## config.mk

```make
export PLATFORM = sky130hd
export DESIGN_NAME = bin2bcd8_060
export DESIGN_NICKNAME = d
export VERILOG_FILES = /design/src/rtl/bin2bcd8_060_pkg.sv /design/src/rtl/bin2bcd8_060_add3.sv /design/src/rtl/bin2bcd8_060.sv
export SDC_FILE = /design/constraint.sdc
export NUM_CORES = 1
export LEC_CHECK = 0
export CORE_MARGIN = 1
export CORE_UTILIZATION = 35
export CTS_CLUSTER_SIZE = 40
export DETAILED_ROUTE_END_ITERATION = 16
export PLACE_DENSITY = 0.65
export REMOVE_ABC_BUFFERS = 1
export SYNTH_ARGS = -nofsm -noshare
export SYNTH_HDL_FRONTEND = slang
export SYNTH_SLANG_ARGS = --single-unit
```

## constraint.sdc

```tcl
create_clock -name I_clk_060 -period 2.2 [get_ports I_clk_060]
set_input_delay 0.44 -clock I_clk_060 [delete_from_list [all_inputs] [get_ports I_clk_060]]
set_output_delay 0.44 -clock I_clk_060 [all_outputs]
set_load 0.005 [all_outputs]
```

## src/rtl/bin2bcd8_060_pkg.sv

```systemverilog
// Shared definitions for the 8-digit binary-to-BCD converter:
// FSM state encoding, saturation limit, blank digit code and digit count.
package bin2bcd_pkg_060;

  typedef enum logic [1:0] {
    IDLE  = 2'd0,
    SHIFT = 2'd1,
    DONE  = 2'd2
  } state_t;

  localparam int         MAX_VAL_DEF    = 99_999_999;
  localparam logic [3:0] BLANK_CODE_DEF = 4'hF;
  localparam int         NUM_DIGITS     = 8;

endpackage

```

## src/rtl/bin2bcd8_060_add3.sv

```systemverilog
// Double-dabble nibble corrector: adds 3 to a BCD digit that is 5 or more,
// so the following left shift carries correctly into the next digit.
module bcd_add3_060 (
  input  logic [3:0] bcd,
  output logic [3:0] corr
);

  always_comb begin
    corr = bcd;
    if (bcd >= 4'd5) begin
      corr = bcd + 4'd3;
    end
  end

endmodule

```

## src/rtl/bin2bcd8_060.sv

```systemverilog
// Sequential shift-and-add-3 binary-to-BCD converter for the 8-digit scanner.
// Optional macro BIN2BCD_LEADING_BLANK_EN replaces leading zero digits with BLANK_CODE.
module bin2bcd8_060
  import bin2bcd_pkg_060::*;
#(
  parameter int BIN_W   = 27,
  parameter int MAX_VAL = MAX_VAL_DEF
`ifdef BIN2BCD_LEADING_BLANK_EN
  , parameter logic [3:0] BLANK_CODE = BLANK_CODE_DEF
`endif
) (
  input  logic             I_clk_060,
  input  logic             I_rst_n_060,
  input  logic             I_start_060,
  input  logic [BIN_W-1:0] I_bin_060,
  output logic             O_busy_060,
  output logic             O_done_060,
  output logic             O_ovf_060,
  output logic [3:0]       O_num1_060,
  output logic [3:0]       O_num2_060,
  output logic [3:0]       O_num3_060,
  output logic [3:0]       O_num4_060,
  output logic [3:0]       O_num5_060,
  output logic [3:0]       O_num6_060,
  output logic [3:0]       O_num7_060,
  output logic [3:0]       O_num8_060
);

  localparam int               CNT_W     = $clog2(BIN_W + 1);
  localparam int               ACC_W     = 4 * NUM_DIGITS;
  localparam logic [BIN_W-1:0] MAX_VAL_W = BIN_W'(MAX_VAL);
  localparam logic [CNT_W-1:0] LAST_CNT  = CNT_W'(BIN_W - 1);

  state_t                   state_q;
  state_t                   state_d;
  logic [BIN_W-1:0]         bin_q;
  logic [ACC_W-1:0]         acc_q;
  logic [ACC_W-1:0]         acc_corr;
  logic [ACC_W+BIN_W-1:0]   shift_vec;
  logic [CNT_W-1:0]         cnt_q;
  logic                     ovf_pend_q;
  logic                     busy_q;
  logic                     done_q;
  logic                     ovf_q;
  logic [ACC_W-1:0]         num_q;
  logic [ACC_W-1:0]         done_digits;

  for (genvar g = 0; g < NUM_DIGITS; g++) begin : g_add3
    bcd_add3_060 u_add3 (
      .bcd  (acc_q[4*g +: 4]),
      .corr (acc_corr[4*g +: 4])
    );
  end

  // Corrected accumulator and remaining binary bits move left together.
  assign shift_vec = {acc_corr, bin_q} << 1;

  always_ff @(posedge I_clk_060 or negedge I_rst_n_060) begin
    if (!I_rst_n_060) begin
      state_q <= IDLE;
    end else begin
      state_q <= state_d;
    end
  end

  always_comb begin
    state_d = state_q;
    case (state_q)
      IDLE:    if (I_start_060) state_d = SHIFT;
      SHIFT:   if (cnt_q == LAST_CNT) state_d = DONE;
      DONE:    state_d = IDLE;
      default: state_d = IDLE;
    endcase
  end

  // Saturated inputs show all nines regardless of the shifted result.
  always_comb begin
    done_digits = ovf_pend_q ? {NUM_DIGITS{4'h9}} : acc_q;
`ifdef BIN2BCD_LEADING_BLANK_EN
    if (!ovf_pend_q) begin
      logic lead;
      lead = 1'b1;
      for (int i = NUM_DIGITS - 1; i > 0; i--) begin
        if (lead && (acc_q[4*i +: 4] == 4'h0)) begin
          done_digits[4*i +: 4] = BLANK_CODE;
        end else begin
          lead = 1'b0;
        end
      end
    end
`endif
  end

  always_ff @(posedge I_clk_060 or negedge I_rst_n_060) begin
    if (!I_rst_n_060) begin
      bin_q      <= '0;
      acc_q      <= '0;
      cnt_q      <= '0;
      ovf_pend_q <= 1'b0;
      busy_q     <= 1'b0;
      done_q     <= 1'b0;
      ovf_q      <= 1'b0;
      num_q      <= '0;
    end else begin
      done_q <= 1'b0;
      case (state_q)
        IDLE: begin
          if (I_start_060) begin
            bin_q      <= I_bin_060;
            acc_q      <= '0;
            cnt_q      <= '0;
            ovf_pend_q <= (I_bin_060 > MAX_VAL_W);
            busy_q     <= 1'b1;
          end
        end
        SHIFT: begin
          acc_q <= shift_vec[ACC_W+BIN_W-1 -: ACC_W];
          bin_q <= shift_vec[BIN_W-1:0];
          cnt_q <= cnt_q + 1'b1;
        end
        DONE: begin
          num_q  <= done_digits;
          ovf_q  <= ovf_pend_q;
          done_q <= 1'b1;
          busy_q <= 1'b0;
        end
        default: ;
      endcase
    end
  end

  assign O_busy_060 = busy_q;
  assign O_done_060 = done_q;
  assign O_ovf_060  = ovf_q;
  assign O_num1_060 = num_q[3:0];
  assign O_num2_060 = num_q[7:4];
  assign O_num3_060 = num_q[11:8];
  assign O_num4_060 = num_q[15:12];
  assign O_num5_060 = num_q[19:16];
  assign O_num6_060 = num_q[23:20];
  assign O_num7_060 = num_q[27:24];
  assign O_num8_060 = num_q[31:28];

endmodule

```

# After elaboration in Yosys (flattened, before gate mapping)
# Index checks and enable logic that the tools add are counted.
[totals] ff_bits=102 out_inout_bits=35 wordCells=60 input_bits=30
[op_classes] mux=21 n_reduce_logical=7 addsub=9 n_lt_le_gt_ge=9 eq_ne=5
[ops] operator="2-to-1 mux 32 bit" n=2
[ops] operator="case mux 32 bit (2 select lines)" n=1
[ops] operator="case mux 27 bit (2 select lines)" n=1
[ops] operator="greater-or-equal comparator 4 x 3 -> 1 bit, second input constant" n=8
[ops] operator="adder 4 x 2 -> 4 bit, second input constant" n=7
[ops] operator="2-to-1 mux 4 bit" n=7
[ops] operator="greater-than comparator 27 bit, second input constant" n=1
[ops] operator="2-to-1 mux 27 bit" n=1
[ops] operator="case mux 5 bit (2 select lines)" n=1
[ops] operator="AND reduction 2 bit" n=4
[ops] operator="adder 5 x 1 -> 5 bit, second input constant" n=1
[ops] operator="equality test 5 bit, second input constant" n=1
[ops] operator="2-to-1 mux 5 bit" n=1
[ops] operator="2-to-1 mux 2 bit" n=2
[ops] operator="inequality test 2 bit, second input constant" n=2
[ops] operator="case mux 2 bit (2 select lines)" n=1
[ops] operator="nonzero test 2 bit" n=2
[ops] operator="adder 3 x 2 -> 3 bit, second input constant" n=1
[ops] operator="2-to-1 mux 3 bit" n=1
[ops] operator="equality test 2 x 1 -> 1 bit, second input constant" n=1
[ops] operator="equality test 2 bit, second input constant" n=1
[ops] operator="zero test 2 bit" n=1
[ops] operator="2-to-1 mux 1 bit" n=2
[ops] operator="case mux 1 bit (2 select lines)" n=1

# Longest topological paths before layout
# Gate-level depths: netlist of run 1.
[logic_depth] depth_word=3 ltp_mapped=6 mapped_depth_nobuf=6

# Modules after synthesis
# From an unflattened synthesis of run 1, not the netlist that was laid out.
[hier_totals] cells_unflattened=577 area_unflattened_um2=4971.0
[by_module_without_submodules] module="bin2bcd8_060" seq_area_each_um2=2552.4 instances=1 cells_per_inst=449 area_each_um2=4160.2
[by_module_without_submodules] module="bcd_add3_060" seq_area_each_um2=0.0 instances=8 cells_per_inst=16 area_each_um2=101.3

# Worst setup path before layout of run 1
# No wires, ideal clock.
[synth_path] path_kind="register to register" startpoint="register acc_q[4]" endpoint="register acc_q[6]" setup_slack_ns=0.685 stages_incl_launch_ff=7 synth_period_minus_slack_ns=1.515 arrival_time_ns=1.433 setup_time_ns=0.083 path_buffers=0 required_time_ns=2.117 cell_sequence="dfrtp_1 > inv_1 > ha_1 > nand2b_1 > a21oi_1 > mux2_2 > o21ai_0"
[synth_between] elab_chain_len=3 elab_cells_between_ends=4 classes_between="add/sub (1); order compare (1); mux (2)"
[synth_lines] element="start, declared" line="bin2bcd8_060.sv:37" source="logic [ACC_W-1:0] acc_q;"
[synth_lines] element="start signal, assigned" line="bin2bcd8_060.sv:117" source="acc_q <= shift_vec[ACC_W+BIN_W-1 -: ACC_W];"
[synth_lines] element="adder 4 x 2 -> 4 bit or greater-or-equal comparator 4 x 3 -> 1 bit (tied branches)" line="bin2bcd8_060_add3.sv:11, bin2bcd8_060_add3.sv:10"
[synth_lines] element="2-to-1 mux 4 bit (*)" line="bin2bcd8_060_add3.sv:10" source="if (bcd >= 4'd5) begin"
[synth_lines] element="case mux 32 bit (2 select lines) (*)" line="bin2bcd8_060.sv:106" source="case (state_q)"
# Every way passes the cells marked *; elsewhere a longest branch is shown, timed or not.
# A chain may end at the register's enable or synchronous reset.

# Final worst setup path of run 1
[layout_path] startpoint="register acc_q[8]" endpoint="register acc_q[10]"
# The elaborated chain is that of the path after synthesis.

==> qor.txt, run 1 <==
Filler cells = 1279
Root Buffer = clkbuf_16
H-tree depth = 3
Synth Instances = 492
Startpoint Class = register
Worst hold path class = in2async
Worst rel slew slack = 62.2%
N_diodes = 0
Post-CTS Setup Bufs = 0
Initial antenna violation count = 0
F_max = 0.578 GHz
Site row count = 42
Min Tclk post-route = 1730 ps
Least-Margin Pin Slew = 567 ps
Cell variety after synth = 36
GRT overflow = 0
Clock skew = 9.27 ps
CP Data Arrival Time = 1990 ps
CTS Hold Bufs = 0
Die height = 120 µm
Top FF cell, synth = dfrtp_1
DR pass1 iterations = 4
Overall Power = 8.06 mW
Initial DRC Count = 234
CP max FO = 5
Max Cap Viol = 0
Post-route DRC violation count = 0
Post-synth EDFFs = 0
CP cell instances = inv_1 > ha_1 > nand2b_1 > a21oi_1 > mux2_2 > o21ai_0
Met3 GRT Util = 2.47%
Power per Cell Area = 1350 nW/µm²
Critical path type = reg2reg
YS warnings = 0
Core Region = 13400 µm²
CTS tree = done
Vias per Instance = 5.05
CP max stage delay = 440 ps
Ys async rst share = 100%
Critical path capture point type = register
Io pins = 65
Routing usage on met1 = 18.4%
Vias in the first global route = 3598
Synthesis-stage register bit count = 102
Gr busiest metal = met2
Slew Viols, Final = 0
Post-route antenna net violation count = 0
RSZ-0062 raised after global routing = false
First-pass GRT wire length = 16900 µm
Post-layout nets = 594
Port bufs = 64
Register clock-pin slew on the reported worst setup and hold paths = 70 ps
Area grow syn2layout = 23.0%
Number of buffers created by CTS = 9
Layout cell share with drive strength beyond 1 = 7.45%
Sequential-to-total area share from yosys stat = 52.6%
CP max-delay cell = dfrtp_1
Final HPWL DP = 6640 µm
Post-Syn Area = 4850 µm²
# resized after CTS = 0
Setup violations, final = 0
Layout Utilization = 44.5%
Critical Path RT = 2460 ps
Clock latency on the worst-skew pair = 340 ps
Clock tree buffer depth = 2
CTS sink count = 102
Leakage power figure = 2.64 nW
Chip width = 120 µm
Avg WL per Cell = 13.5 µm
Fin. Hold Viols = 0
Met2 global-route usage = 24.9%
Via count = 3666
Worst vdd rail ir drop = 0.450 mV
GRT Resource Usage Total = 14.4%
Syn Area/Cell = 9.87 µm²
Final WL = 9790 µm
Largest net degree at the start of global routing = 103
Most common cell after layout, fill and taps aside = dfrtp_1
Die Footprint = 14300 µm²
Initial core utilization = 36.2%
Final period util = 78.6%
Commonest cells after routing, fill and taps aside = dfrtp_1 (102), nand2_1 (92), clkdlybuf4s50_1 (63)
GP Congestion = 0.782
Outcome = completed
==> where the power goes <==
group,internal [mW],leakage (nW),switching (mW)
clock,0.886,0.140,0.682
combinational,1.65,1.23,1.56
sequential,2.68,1.27,0.600
total,5.22,2.64,2.84
==> through the flow <==
step           setup TNS (ps)  instance area [µm²]  std cells  worst slack [ps]  hold WS [ps]
3_3_place_gp                0                 5670        711               215           458
4_1_cts                     0                 5970        726               467           190
3_5_place_dp                0                 5670        711               179           462
6_report                    0                 5970        726               470           138
2_1_floorplan          -10600                 4670        461              -446           144
5_1_grt                     0                 5970        726               291           177
==> synth_stat cells (2+ instances only) <==
cell / number / area (µm²)
nand3_1: 27 / 135
buf_6: 2 / 22.5
xor2_1: 7 / 61.3
nor3_1: 3 / 15.0
dfrtp_1: 102 / 2550
clkbuf_1: 6 / 22.5
a22oi_1: 26 / 195
a32o_1: 8 / 80.1
nand4_1: 5 / 31.3
o21ai_1: 10 / 50.1
inv_1: 19 / 71.3
buf_2: 16 / 80.1
nor2_1: 20 / 75.1
xnor2_1: 8 / 70.1
nand2_1: 93 / 349
a21oi_1: 9 / 45.0
mux2_2: 8 / 90.1
buf_4: 5 / 37.5
and2_1: 2 / 12.5
ha_1: 18 / 225
nand2b_1: 18 / 113
o21ai_0: 43 / 215
o31ai_1: 24 / 180
==> registers in the layout, summed over array words and instances (netlist names) <==
signal	count
acc_q	32
num_q	32
bin_q	27
cnt_q	5
state_q	2
O_busy_060	1
O_done_060	1
O_ovf_060	1
ovf_pend_q	1
==> critical path: cells and delay by family (launching register included) <==
family | cells | cell delay (ps)
compound gates | 2 | 460
fa+ha+maj | 1 | 190
buf+inv | 1 | 120
flops | 1 | 440
mux | 1 | 370
simple gates | 1 | 60
==> worst paths after layout <==
check / cells past startpoint / endpoint / slack [ps] / startpoint
worst max-delay path: 6 / acc_q[10] / 470 / acc_q[8]
worst min register to register: 2 / num_q[26] / 480 / num_q[26]
worst min-delay path: 2 / bin_q[22] / 140 / I_rst_n_060
worst max register to register: 6 / acc_q[10] / 470 / acc_q[8]
min in group I_clk_060: 2 / num_q[26] / 480 / num_q[26]
max in group asynchronous: 2 / num_q[8] / 1600 / I_rst_n_060
==> kinds of logic after synthesis <==
family          after synthesis  share of synthesized area [%]
buf+inv                      50                           5.23
mux                           9                           2.06
fa+ha+maj                    18                           4.64
flops                       102                           52.6
simple gates                175                           16.5
compound gates              123                           16.3
xor+xnor                     15                           2.71
==> area by class of cell <==
type                       count  area [µm²]  area share (%)
sequential                   102        2550            42.8
clock buffer                  13         280            4.70
inverter                      19        71.3            1.19
timing repair buffer          74         763            12.8
multi-input combinational    340        2070            34.6
tap                          176         220            3.69
clock inverter                 2        15.0           0.252
==> per-layer routing <==
layer	vias up	routed length (µm)	share of wire [%]
li1	1810	-	-
met1	1769	4540	46
met2	78	4760	49
met3	9	394	4.0
met4	0	92	0.94
met5	-	0	0
Power figures use the tool's default switching activity.
==> inputs of run 2 (changes only) <==
Clock period 2.2 ns to 1.6 ns, I/O delays scaled along.
==> run 2 against run 1 <==
Net effect: clock power increased by 55%; critical path depth unchanged; routed wire length increased by 4.9%; setup slack got worse by 440 ps; clock skew decreased by 3.1 ps; final cell count increased by 3.0%; sequential power increased by 39%; combinational power increased by 51%; largest power group is now combinational cells; highest routed layer unchanged.
==> qor.txt, run 2 (synthesized netlist as in run 1, its figures left out) <==
Outcome = completed
Port bufs = 64 (unchanged)
Post-layout nets = 615 (+3.5%)
Seq pwr share = 38.5% (-2.2 points)
Fin Hold WS = 403 ps (+265 ps)
RR Endpoint = acc_q[26]
RR Startpoint = acc_q[24]
Vias per Instance = 5.01 (-0.74%)
CP endpoint = acc_q[26]
Crit. Startpoint = acc_q[24]
Commonest cells after routing, fill and taps aside = dfrtp_1 (99), nand2_1 (92), clkdlybuf4s50_1 (61)
Area grow syn2layout = 29.0%
CP max-delay cell = dfrtp_2
Clock tree buffer depth = 2 (unchanged)
Worst vdd rail ir drop = 0.820 mV (+82%)
CTS tree = done
GP Congestion = 0.784 (+0.17%)
Core Region = 13400 µm² (unchanged)
Critical path capture point type = register
Slew Viols, Final = 0 (unchanged)
Min Tclk post-route = 1570 ps (-164 ps)
Clock skew = 6.16 ps (-3.11 ps)
N_diodes = 0 (unchanged)
Setup slack, reg-to-reg = 30 ps (-440 ps)
Clock power frac = 20.6% (+1.1 points)
Clock latency on the worst-skew pair = 350 ps (about the same)
CP Data Arrival Time = 1840 ps (-150 ps)
Final WL = 10300 µm (+4.9%)
Chip width = 120 µm (unchanged)
Startpoint Class = register
Worst hold path class = in2async
Net Sw Frac = 34.5% (-0.78 points)
Fin. Hold Viols = 0 (unchanged)
Critical Path RT = 1880 ps (-580 ps)
Die height = 120 µm (unchanged)
F_max = 0.639 GHz (+10%)
Via count = 3749 (+2.3%)
Fin area = 6260 µm² (+4.9%)
Top flop regs = acc_q x32, num_q x32, bin_q x27
Internal = 7.76 mW (+49%)
Post-route DRC violation count = 0 (unchanged)
Layout cell share with drive strength beyond 1 = 14.9% (+7.4 points)
Max Cap Viol = 0 (unchanged)
Final period util = 97.9% (+19 points)
Largest net degree at the start of global routing = 41 (-60%)
CP cell instances = inv_1 > ha_1 > nand2b_1 > a21oi_2 > mux2_2 > o21ai_1
Critical path type = reg2reg
H-tree depth = 3 (unchanged)
Site row count = 42 (unchanged)
Power per Cell Area = 1890 nW/µm² (+40%)
GRT Resource Usage Total = 15.5% (+1.1 points)
R2r worst-path depth = 6 (unchanged)
Most common cell after layout, fill and taps aside = dfrtp_1
Register clock-pin slew on the reported worst setup and hold paths = 70 ps (about the same)
Root Buffer = clkbuf_16
Setup violations, final = 0 (unchanged)
GRT overflow = 0 (unchanged)
Leakage power figure = 2.78 nW (+5.1%)
RSZ-0062 raised after global routing = true
Number of buffers created by CTS = 9 (unchanged)
First-pass GRT wire length = 17800 µm (+5.5%)
CP max stage delay = 440 ps (about the same)
Die Footprint = 14300 µm² (unchanged)
Io pins = 65 (unchanged)
CP max FO = 5 (unchanged)
DP Area = 5830 µm² (+2.8%)
Initial antenna violation count = 0 (unchanged)
CTS sink count = 102 (unchanged)
Worst rel slew slack = 76.1% (+14 points)
Switching pwr = 4.08 mW (+44%)
Final HPWL DP = 6970 µm (+5.0%)
Vias in the first global route = 3797 (+5.5%)
Post-route antenna net violation count = 0 (unchanged)
Least-Margin Pin Slew = 358 ps (-209 ps)
Initial core utilization = 36.2% (unchanged)
Combinational fraction of design power = 41.0% (+1.2 points)
Avg WL per Cell = 13.7 µm (+1.8%)
Initial DRC Count = 192 (-18%)
DR pass1 iterations = 4 (unchanged)
-- run 2: cell types whose count changed in the layout (fill, tap and decap cells not counted), moves of 4 or more --
cell	change
a21oi_1	-8
a21oi_2	+8
buf_4	+17
ha_1	-5
ha_2	+4
inv_1	-8
inv_2	+8
-- run 2: worst min-delay path by stage --
stage | startpoint | endpoint | slack [ps]
final | I_rst_n_060 | bin_q[21] | 400
after global placement | I_rst_n_060 | bin_q[21] | 230
after floorplan | I_rst_n_060 | O_busy_060 | 20
after global routing | I_rst_n_060 | bin_q[21] | 430
after detailed placement | I_rst_n_060 | bin_q[21] | 240
after CTS | I_rst_n_060 | bin_q[21] | 410
-- run 2: critical path: cells and delay by family (launching register included) --
kind,cells,cell delay [ps]
and+or+nand+nor,1,90
muxes,1,350
DFF,1,440
AOI/OAI and AO/OA,2,290
buffers and inverters,1,110
adders and majority gates,1,200
-- run 2: routing by layer --
metal	share of wire (%)	track usage, %	wire (µm)	up-vias
met5	0	0	0	-
met4	2.6	6.33	263	0
met3	4.5	3.85	462	21
met1	46	19.4	4700	1783
li1	-	-	-	1856
met2	47	25.5	4850	89
-- run 2: layout make-up --
class,count,area [µm²]
clock inverters,3,65.1
repair buffers,95,958
multi-input cells,340,2120
well taps,176,220
inverters,19,71.3
flip-flops and latches,102,2560
fillers,1275,7140
clock buffers,13,270
-- run 2: per-stage QoR --
step           setup TNS (ps)  setup WS [ps]  power (mW)  util [%]  cells
2_1_floorplan          -48850          -1050        7.23         -    461
3_5_place_dp           -10100           -237        9.30      43.5    727
4_1_cts                     0           6.25        11.8      46.2    744
6_report                    0           34.2        11.8      46.7    748
3_3_place_gp            -9550           -216        9.07      43.5    727
5_1_grt                 -85.5          -41.2        12.8      46.7    748
-- run 2: timing repair --
action	in CTS	in global routing
hold endpoints to repair	18	0
hold buffers	1	0
setup endpoints to repair	5	12
pin swaps	0	2
resized for setup	5	25
buffers inserted	0	4
-- run 2: power by group through the flow --
stage               combinational (mW)  clock (mW)  sequential [mW]
floorplan                         2.80           0             4.43
global placement                  4.56           0             4.51
detailed placement                4.74           0             4.56
CTS                               4.77        2.50             4.53
global route                      5.49        2.58             4.74
finish                            4.85        2.44             4.56
==> inputs of run 3 (changes only) <==
Settings changed: DONT_BUFFER_PORTS set to 1, PLACE_DENSITY 0.65 to 0.59.
==> run 3 against run 2 <==
Net effect: the flow now finishes with violations (hold timing); routed wire length decreased by 2.2%; die area unchanged; sequential share of layout area increased by 5.7 points; fmax increased by 1.0%; sequential cell count unchanged; sequential power increased by 2%; power decreased by 8.5%; setup slack improved by 16 ps; combinational power decreased by 17%; final area decreased by 12%.
==> qor.txt, run 3 (synthesized netlist as in run 1, its figures left out) <==
Outcome = complete, but fails checks
Failing checks = hold timing
Initial core utilization = 36.2% (unchanged)
Worst hold path class = in2async
Commonest cells after routing, fill and taps aside = dfrtp_1 (99), nand2_1 (92), o21ai_0 (41)
Met2 WL = 4790 µm (-1.2%)
First-pass GRT wire length = 17000 µm (-4.3%)
H-tree depth = 3 (unchanged)
GRT overflow = 0 (unchanged)
Vias per Instance = 5.17 (+3.1%)
Via count = 3508 (-6.4%)
PnR worst setup slack = 50.1 ps (+15.9 ps)
Register area = 2560 µm² (unchanged)
Layout cell share with drive strength beyond 1 = 16.3% (+1.4 points)
DR pass1 iterations = 4 (unchanged)
Met1 WL = 4620 µm (-1.7%)
Fin Hold WS = -326 ps (-729 ps)
F_max = 0.645 GHz (+1.0%)
Io pins = 65 (unchanged)
Critical path type = reg2reg
Avg WL per Cell = 14.8 µm (+7.8%)
Critical Path RT = 1850 ps (-30 ps)
Largest net degree at the start of global routing = 103 (+150%)
Clock tree buffer depth = 2 (unchanged)
Port bufs = 0 (-100%)
Worst vdd rail ir drop = 0.898 mV (+9.5%)
Chip width = 120 µm (unchanged)
CTS tree = done
Filler cells = 1321 (+3.6%)
CTS sink count = 102 (unchanged)
Number of buffers created by CTS = 9 (unchanged)
Clock skew = 4.54 ps (-1.62 ps)
Min Tclk post-route = 1550 ps (-15.9 ps)
Fin. Hold Viols = 102 (+102)
Worst rel slew slack = 74.2% (-2.0 points)
Startpoint Class = register
Site row count = 42 (unchanged)
GRT Resource Usage Total = 14.9% (-0.65 points)
Clock latency on the worst-skew pair = 330 ps (-20 ps)
Least-Margin Pin Slew = 387 ps (+28.9 ps)
Top routing layer in use = met4
CP max FO = 5 (unchanged)
Root Buffer = clkbuf_16
CP max-delay cell = dfrtp_1
CP cell instances = ha_1 > nand2b_1 > a21oi_2 > mux2_2 > o21ai_0
Post-route DRC violation count = 0 (unchanged)
Vias in the first global route = 3640 (-4.1%)
Final HPWL DP = 6750 µm (-3.2%)
Leakage power figure = 2.46 nW (-11%)
CP Data Arrival Time = 1800 ps (-40 ps)
Most common cell after layout, fill and taps aside = dfrtp_1
Max Cap Viol = 0 (unchanged)
Setup tns final = 0 ps (unchanged)
Setup violations, final = 0 (unchanged)
Final period util = 96.9% (-0.99 points)
Post-layout nets = 547 (-11%)
Core Region = 13400 µm² (unchanged)
Multi-input logic area = 2110 µm² (-0.35%)
GP Congestion = 0.821 (+4.8%)
Area grow syn2layout = 13.1%
DP Worst Slack = -7.56 ps (+229 ps)
Power per Cell Area = 1970 nW/µm² (+4.4%)
Slew Viols, Final = 0 (unchanged)
Critical path capture point type = register
Die Footprint = 14300 µm² (unchanged)
Initial antenna violation count = 0 (unchanged)
Final WL = 10100 µm (-2.2%)
Register clock-pin slew on the reported worst setup and hold paths = 70 ps (about the same)
Die height = 120 µm (unchanged)
Post-route antenna net violation count = 0 (unchanged)
DR WL met3 = 554 µm (+20%)
N_diodes = 0 (unchanged)
Initial DRC Count = 137 (-29%)
CP max stage delay = 430 ps (about the same)
Top flop regs = acc_q x32, num_q x32, bin_q x27
==> run 3: per-layer routing <==
layer | global-route usage (%) | vias up
met5 | 0 | -
met4 | 3.91 | 0
met3 | 4.61 | 10
met2 | 24.7 | 73
met1 | 18.6 | 1710
li1 | - | 1715
==> run 3: area by class of cell <==
| cell class | instances | share of cell area [%] |
|---|---|---|
| clock inverters | 4 | 0.866 |
| flip-flops and latches | 102 | 46.6 |
| clock buffers | 11 | 4.42 |
| repair buffers | 27 | 4.38 |
| multi-input cells | 340 | 38.5 |
| well taps | 176 | 4.01 |
| inverters | 19 | 1.30 |
==> run 3: what timing repair did <==
item / CTS / global route
resized for setup: 2 / 26
hold endpoints to repair: 102 / 102
buffers inserted: 0 / 2
cloned: 0 / 0
pin swaps: 0 / 4
setup endpoints to repair: 2 / 10
==> run 3: metrics by stage <==
step / area, µm² / cells / power, mW / utilization, %
2_1_floorplan: 4670 / 461 / 7.23 / -
3_3_place_gp: 5140 / 662 / 8.35 / 38.3
3_5_place_dp: 5140 / 662 / 8.58 / 38.3
4_1_cts: 5430 / 677 / 10.8 / 40.6
5_1_grt: 5490 / 679 / 11.7 / 41.0
6_report: 5490 / 679 / 10.8 / 41.0
==> run 3: path summary, 6_finish.rpt <==
check                            endpoint  cells past startpoint  slack (ps)          from
worst max-delay path            acc_q[10]                      5          50      acc_q[8]
worst min-delay path            num_q[14]                      0        -330   I_rst_n_060
worst max register to register  acc_q[10]                      5          50      acc_q[8]
worst min register to register   bin_q[5]                      2         480      bin_q[5]
max in group asynchronous       bin_q[15]                      0        1710   I_rst_n_060
min in group I_clk_060           bin_q[0]                      2          90  I_bin_060[0]
==> run 3: where the power goes <==
part           switching [mW]  internal (mW)  leakage [nW]  total [mW]
Clock                   0.908           1.24         0.141        2.15
Combinational            2.06           1.97          1.05        4.03
Sequential              0.963           3.70          1.27        4.66
Total                    3.93           6.91          2.46        10.8
==> run 3: critical path, delay by kind of cell, from the launching register on <==
family                     cells  cell delay (ps)
muxes                          1              340
DFF                            1              430
adders and majority gates      1              210
and+or+nand+nor                1              150
AOI/OAI and AO/OA              2              330
==> RTL edit 1 (flow settings as in run 3) <==
The option `BIN2BCD_LEADING_BLANK_EN` is turned on by a define.
--- a/src/rtl/bin2bcd8_060.sv
+++ b/src/rtl/bin2bcd8_060.sv
@@ -1,5 +1,7 @@
 // Sequential shift-and-add-3 binary-to-BCD converter for the 8-digit scanner.
 // Optional macro BIN2BCD_LEADING_BLANK_EN replaces leading zero digits with BLANK_CODE.
+`define BIN2BCD_LEADING_BLANK_EN
+
 module bin2bcd8_060
   import bin2bcd_pkg_060::*;
 #(
Behaviour: same outputs for any inputs over 10 cycles, from zero or initial values and one cycle with I_rst_n_060 low; that may be too few to reach the edited logic, so the function may still have changed.
==> RTL edit 1 against run 3 <==
  * The run ends with hold timing, setup timing left
  * Synthesized cell count increased by 5.5%
  * Cell area increased by 17%
  * Combinational power increased by 75%
  * Setup slack got worse by 0.31 ns
  * Via count increased by 15%
  * Power increased by 29%
  * Global-route usage increased by 2.9 points
  * Routed wire length increased by 23%
  * Synthesized area increased by 2.0%
  * Core utilization increased by 5.6 points
  * Worst hold slack got worse by 0.023 ns
  * Sequential cell count unchanged
  * Critical path type unchanged
==> RTL edit 1: results (changes against run 3) <==
Timing
  – Hold Fails Final Rpt: 102 (unchanged)
  – Relative slew slack: 0.7375 (-0.004262)
  – Hold Slack: -0.3490 ns (-0.02270 ns)
  – Worst Skew: 0.007469 ns (+0.002928 ns)
  – Setup total negative slack: -4.127 ns (-4.127 ns)
  – Setup WS post-layout: -0.2565 ns (-0.3066 ns)
  – Final Setup Violations: 25 (+25)

Clock tree
  – H-tree levels: 3 (unchanged)
  – Reg clk slew, reported paths: 0.07 ns (about the same)
  – Clock Tree Buf Depth: 2 (unchanged)
  – TritonCTS Buffers: 9 (unchanged)
  – Root Buffer: clkbuf_16
  – Clk_lat worst skew: 0.36 ns (+0.03 ns)

Layout
  – Final Net Count: 636 (+16%)
  – Layout cell share with drive strength beyond 1: 0.3066 (+0.1436)
  – Finished Layout Cells: 767 (+13%)
  – N_diodes: 0 (unchanged)
  – Largest registers: acc_q x32, num_q x32, bin_q x27

Synthesis
  – Count of cell types in the netlist: 38 (+5.6%)
  – Most frequent cells after synthesis: dfrtp_1, nor2_1, o21ai_0
  – Mux contribution to synthesized area: 0.02224 (+0.001621)
  – Synth area leaders: dfrtp_1, ha_1, nor2_1
  – Post-synth ARST share: 1.000 (unchanged)
  – XOR/XNOR Fraction of Synth Area: 0.01592 (-0.01114)
  – Adder-Cell Fraction of Synth Area: 0.06065 (+0.01426)
  – Post-synthesis compound-gate area fraction: 0.1640 (+0.0008688)
  – Sequential area share after synthesis: 0.5155 (-0.01023)
  – YS warnings: 0 (unchanged)
  – Cell count after synthesis: 519 (+5.5%)

Global routing
  – Total track usage: 0.1771 (+0.02857)
  – Largest net degree at the start of global routing: 103 (unchanged)
  – Initial antenna violation count: 0 (unchanged)
  – First-pass GRT wire length: 20210 um (+19%)
  – Vias in the first global route: 4107 (+13%)

Power and ir drop
  – Power per cell area: 2173 nW/um2 (+10%)
  – P_seq: 4.65 mW (about the same)
  – Max VDD drop: 0.7463 mV (-17%)
  – Sw power: 5.359 mW (+36%)
  – Clock Power Share: 0.164 (-0.034)
  – Static Leak: 2.807 nW (+14%)
  – Pwr top: combinational cells

Place
  – Cell Area, Placed: 5633 um2 (+9.7%)
  – Routability Congestion: 0.8181 (-0.39%)
  – DP HPWL: 8000 um (+18%)
  – Inst Count DP: 738 (+11%)
  – Worst slack at placement: -0.2866 ns (-0.2791 ns)
  – Port Buffer Count: 0 (unchanged)

Critical path
  – Worst-case reg-to-reg path depth: 7 (+2)
  – Crit-path max FO: 5 (unchanged)
  – Crit path arrival time: 2.14 ns (+0.34 ns)
  – Worst Setup SP: acc_q[29]
  – Worst R2R Setup Slack: -0.26 ns (-0.31 ns)
  – Worst r2r dst: num_q[5]

Detailed routing
  – Drt wl/cell: 16.15 um (+9.1%)
  – Drt first pass iters: 4 (unchanged)
  – Via density: 5.267 (+2.0%)
  – Number of DRC markers in iteration 0: 245 (+79%)

Outcome
  – Status: finished, violations left
  – Failing checks: hold timing, setup timing

Min path
  – Hold Crit Class: input pin to asynchronous set/reset pin
[RTL edit 1: cell count changes after synthesis, sizes merged, moves of 18 or more]
| cell | delta |
|---|---|
| nand2 | -58 |
| nor2 | +57 |
| o22ai | +26 |
| a22oi | -25 |
| a21oi | +20 |
| buf | -19 |
| clkbuf | +18 |
[RTL edit 1: what timing repair did]
action | CTS | global route
cloned | 1 | 0
pin swaps | 19 | 21
setup buffers | 8 | 10
endpoints found under the hold margin | 102 | 102
endpoints found under the setup margin | 46 | 42
resized for setup | 54 | 59
[RTL edit 1: worst max-delay path by stage]
| stage | endpoint | slack (ns) | cells after the start |
|---|---|---|---|
| after floorplan | cnt_q[2] | -1.86 | 4 |
| after global placement | num_q[5] | -0.25 | 7 |
| after detailed placement | num_q[5] | -0.29 | 7 |
| after CTS | num_q[5] | -0.22 | 7 |
| after global routing | num_q[6] | -0.37 | 7 |
| final | num_q[5] | -0.26 | 7 |
[RTL edit 1: routing by layer]
metal	GRT usage	up-vias	part of all wire
met5	0	-	0
li1	-	1968	-
met4	0.07253	0	0.018
met2	0.2929	75	0.49
met3	0.03195	14	0.035
met1	0.2279	1983	0.46
[RTL edit 1: layout make-up]
| cell class | count | area (um2) |
|---|---|---|
| fill | 1284 | 7387 |
| timing repair buffer | 82 | 696.9 |
| multi-input combinational | 367 | 2582 |
| tap | 180 | 225.2 |
| sequential | 102 | 2554 |
| clock inverter | 6 | 67.56 |
| inverter | 20 | 75.07 |
| clock buffer | 10 | 239.0 |
[RTL edit 1: worst max-delay path, cell delays in order, from the launching register on]
cell and delay (ns):
dfrtp_1 0.39, inv_2 0.09, ha_4 0.14, or3b_4 0.40, nor4_4 0.31, buf_6 0.18
nand4_4 0.12, a31oi_4 0.15
==> RTL edit 2 (settings of run 3) <==
Without the edit above. Reset style: synchronous (`I_rst_n_060`), changed in 2 clocked blocks.
--- a/src/rtl/bin2bcd8_060.sv
+++ b/src/rtl/bin2bcd8_060.sv
@@ -55,7 +55,7 @@
   // Corrected accumulator and remaining binary bits move left together.
   assign shift_vec = {acc_corr, bin_q} << 1;
 
-  always_ff @(posedge I_clk_060 or negedge I_rst_n_060) begin
+  always_ff @(posedge I_clk_060) begin
     if (!I_rst_n_060) begin
       state_q <= IDLE;
     end else begin
@@ -91,7 +91,7 @@
 `endif
   end
 
-  always_ff @(posedge I_clk_060 or negedge I_rst_n_060) begin
+  always_ff @(posedge I_clk_060) begin
     if (!I_rst_n_060) begin
       bin_q      <= '0;
       acc_q      <= '0;
Function: differs if I_rst_n_060 is asserted again (counterexample within 4 cycles, from zero or initial values and one cycle with I_rst_n_060 low); with I_rst_n_060 held inactive, the same outputs for 10 cycles.
==> RTL edit 2 against run 3 <==
  * Routed wire length is 6.9% lower
  * Fmax is 3.3% higher
  * Sequential cell count stayed put
  * Synthesized area down 12%
  * Setup slack improved by 0.050 ns
  * Cell area down 11%
  * Critical endpoint is now ovf_pend_q
Power is not compared: it rests on default switching activity, and its combinational part moved more than twofold at a synthesized area within 25%.
==> RTL edit 2: results (changes against run 3) <==
Outcome
  – Status: finished clean

Layout
  – Fillcell total: 1203 (-8.9%)
  – Layout cell share with drive strength beyond 1: 0.1314 (-0.03167)
  – Final Net Count: 515 (-5.9%)
  – Largest registers: acc_q x32, num_q x32, bin_q x27
  – N_diodes: 0 (unchanged)

Global routing
  – Initial antenna violation count: 0 (unchanged)
  – Total track usage: 0.1566 (+0.008053)
  – First-pass GRT wire length: 15550 um (-8.7%)
  – Largest net degree at the start of global routing: 42 (-59%)
  – Vias in the first global route: 3283 (-9.8%)

Synthesis
  – Cell count after synthesis: 457 (-7.1%)
  – Synth area leaders: dfxtp_1, nor2_1, ha_1
  – Post-synth ARST share: 0 (-1.000)
  – Count of cell types in the netlist: 44 (+22%)
  – YS warnings: 0 (unchanged)
  – Top-area cell type share of the netlist area: 0.4766 (-0.04914)
  – Sequential area share after synthesis: 0.4766 (-0.04914)
  – Most frequent cells after synthesis: dfxtp_1, nor2_1, nand2_1

Critical path
  – Crit-path max FO: 17 (+12)
  – Max incr delay on CP: 0.43 ns (about the same)
  – Crit path arrival time: 1.80 ns (about the same)
  – CP max stage cell: or3b_4

Power and ir drop
  – Clock network power: 2.22 mW
  – Register share of total power: 0.509
  – Net switching fraction of the power: 0.2309
  – Pint: 4.011 mW
  – Static Leak: 1.799 nW
  – Power per cell area: 1068 nW/um2
  – Max VDD drop: 0.8065 mV

Timing
  – Setup total negative slack: 0 ns (unchanged)
  – Least-Margin Pin Slew: 0.2774 ns (-0.1095 ns)
  – Worst Skew: 0.005652 ns (+0.001111 ns)

Detailed routing
  – Drt wl/cell: 15.12 um (+2.2%)
  – Drt first pass iters: 4 (unchanged)
  – Number of DRC markers in iteration 0: 186 (+36%)
  – DRT Wirelength: 9359 um (-6.9%)
  – Via density: 5.388 (+4.3%)

Place
  – Routability Congestion: 0.7646 (-6.9%)
  – Cell Area, Placed: 4553 um2 (-11%)
  – Inst Count DP: 603 (-8.9%)
  – DP HPWL: 6474 um (-4.1%)
  – Port Buffer Count: 0 (unchanged)
  – Worst slack at placement: 0.05817 ns (+0.06573 ns)

Clock tree
  – Root Buffer: clkbuf_16
  – TritonCTS Buffers: 9 (unchanged)
  – Clk_lat worst skew: 0.35 ns (+0.02 ns)
  – H-tree levels: 3 (unchanged)
  – Reg clk slew, reported paths: 0.07 ns (about the same)
  – Clock Tree Buf Depth: 2 (unchanged)

Floorplan
  – CORE AREA: 11960 um2 (-11%)

Min path
  – Hold Crit Class: input pin to flip-flop
==> RTL edit 2: changes by cell type after synthesis, sizes merged, moves of 21 or more <==
cell   delta
nand3    -21
nand2    -60
o21ai    -21
dfrtp   -102
dfxtp   +102
nor2     +42
==> RTL edit 2: metal layers <==
layer | up-vias | part of all wire | global-route usage
li1 | 1664 | - | -
met1 | 1577 | 0.46 | 0.1809
met2 | 78 | 0.46 | 0.2547
met3 | 16 | 0.061 | 0.06210
met4 | 0 | 0.020 | 0.07111
met5 | - | 0 | 0
==> RTL edit 2: final timing paths <==
path                            slack, ns  depth (start not counted)         end        start
worst max-delay path                 0.10                          5  ovf_pend_q   state_q[1]
worst min-delay path                  0.1                          1    cnt_q[4]  I_rst_n_060
worst max register to register       0.10                          5  ovf_pend_q   state_q[1]
worst min register to register       0.46                          2    bin_q[3]     bin_q[3]
==> RTL edit 2: cells by family after synthesis <==
kind of cell | Yosys count | share of synthesized area
adders and majority gates | 18 | 0.05257
muxes | 8 | 0.02044
and+or+nand+nor | 135 | 0.1472
xor gates and xnor gates | 15 | 0.03067
DFF | 102 | 0.4766
buffers and inverters | 46 | 0.04819
AOI/OAI and AO/OA | 133 | 0.2243
==> RTL edit 2: timing repair <==
item                       in CTS  in global routing
setup endpoints to repair       0                 12
buffers inserted                0                  0
gates resized for setup         0                 11
hold buffers                    0                  0
==> RTL edit 2: final cells by class <==
class | instances | share of cell area
clock buffers | 11 | 0.04972
clock inverters | 5 | 0.01179
inverters | 19 | 0.01461
multi-input cells | 309 | 0.4229
flip-flops and latches | 102 | 0.4182
well taps | 147 | 0.03767
repair buffers | 26 | 0.04511
==> RTL edit 2: critical path, delay by kind of cell, from the launching register on <==
family / cells / cell delay [ns]
and+or+nand+nor: 4 / 0.91
DFF: 1 / 0.32
buffers and inverters: 1 / 0.21
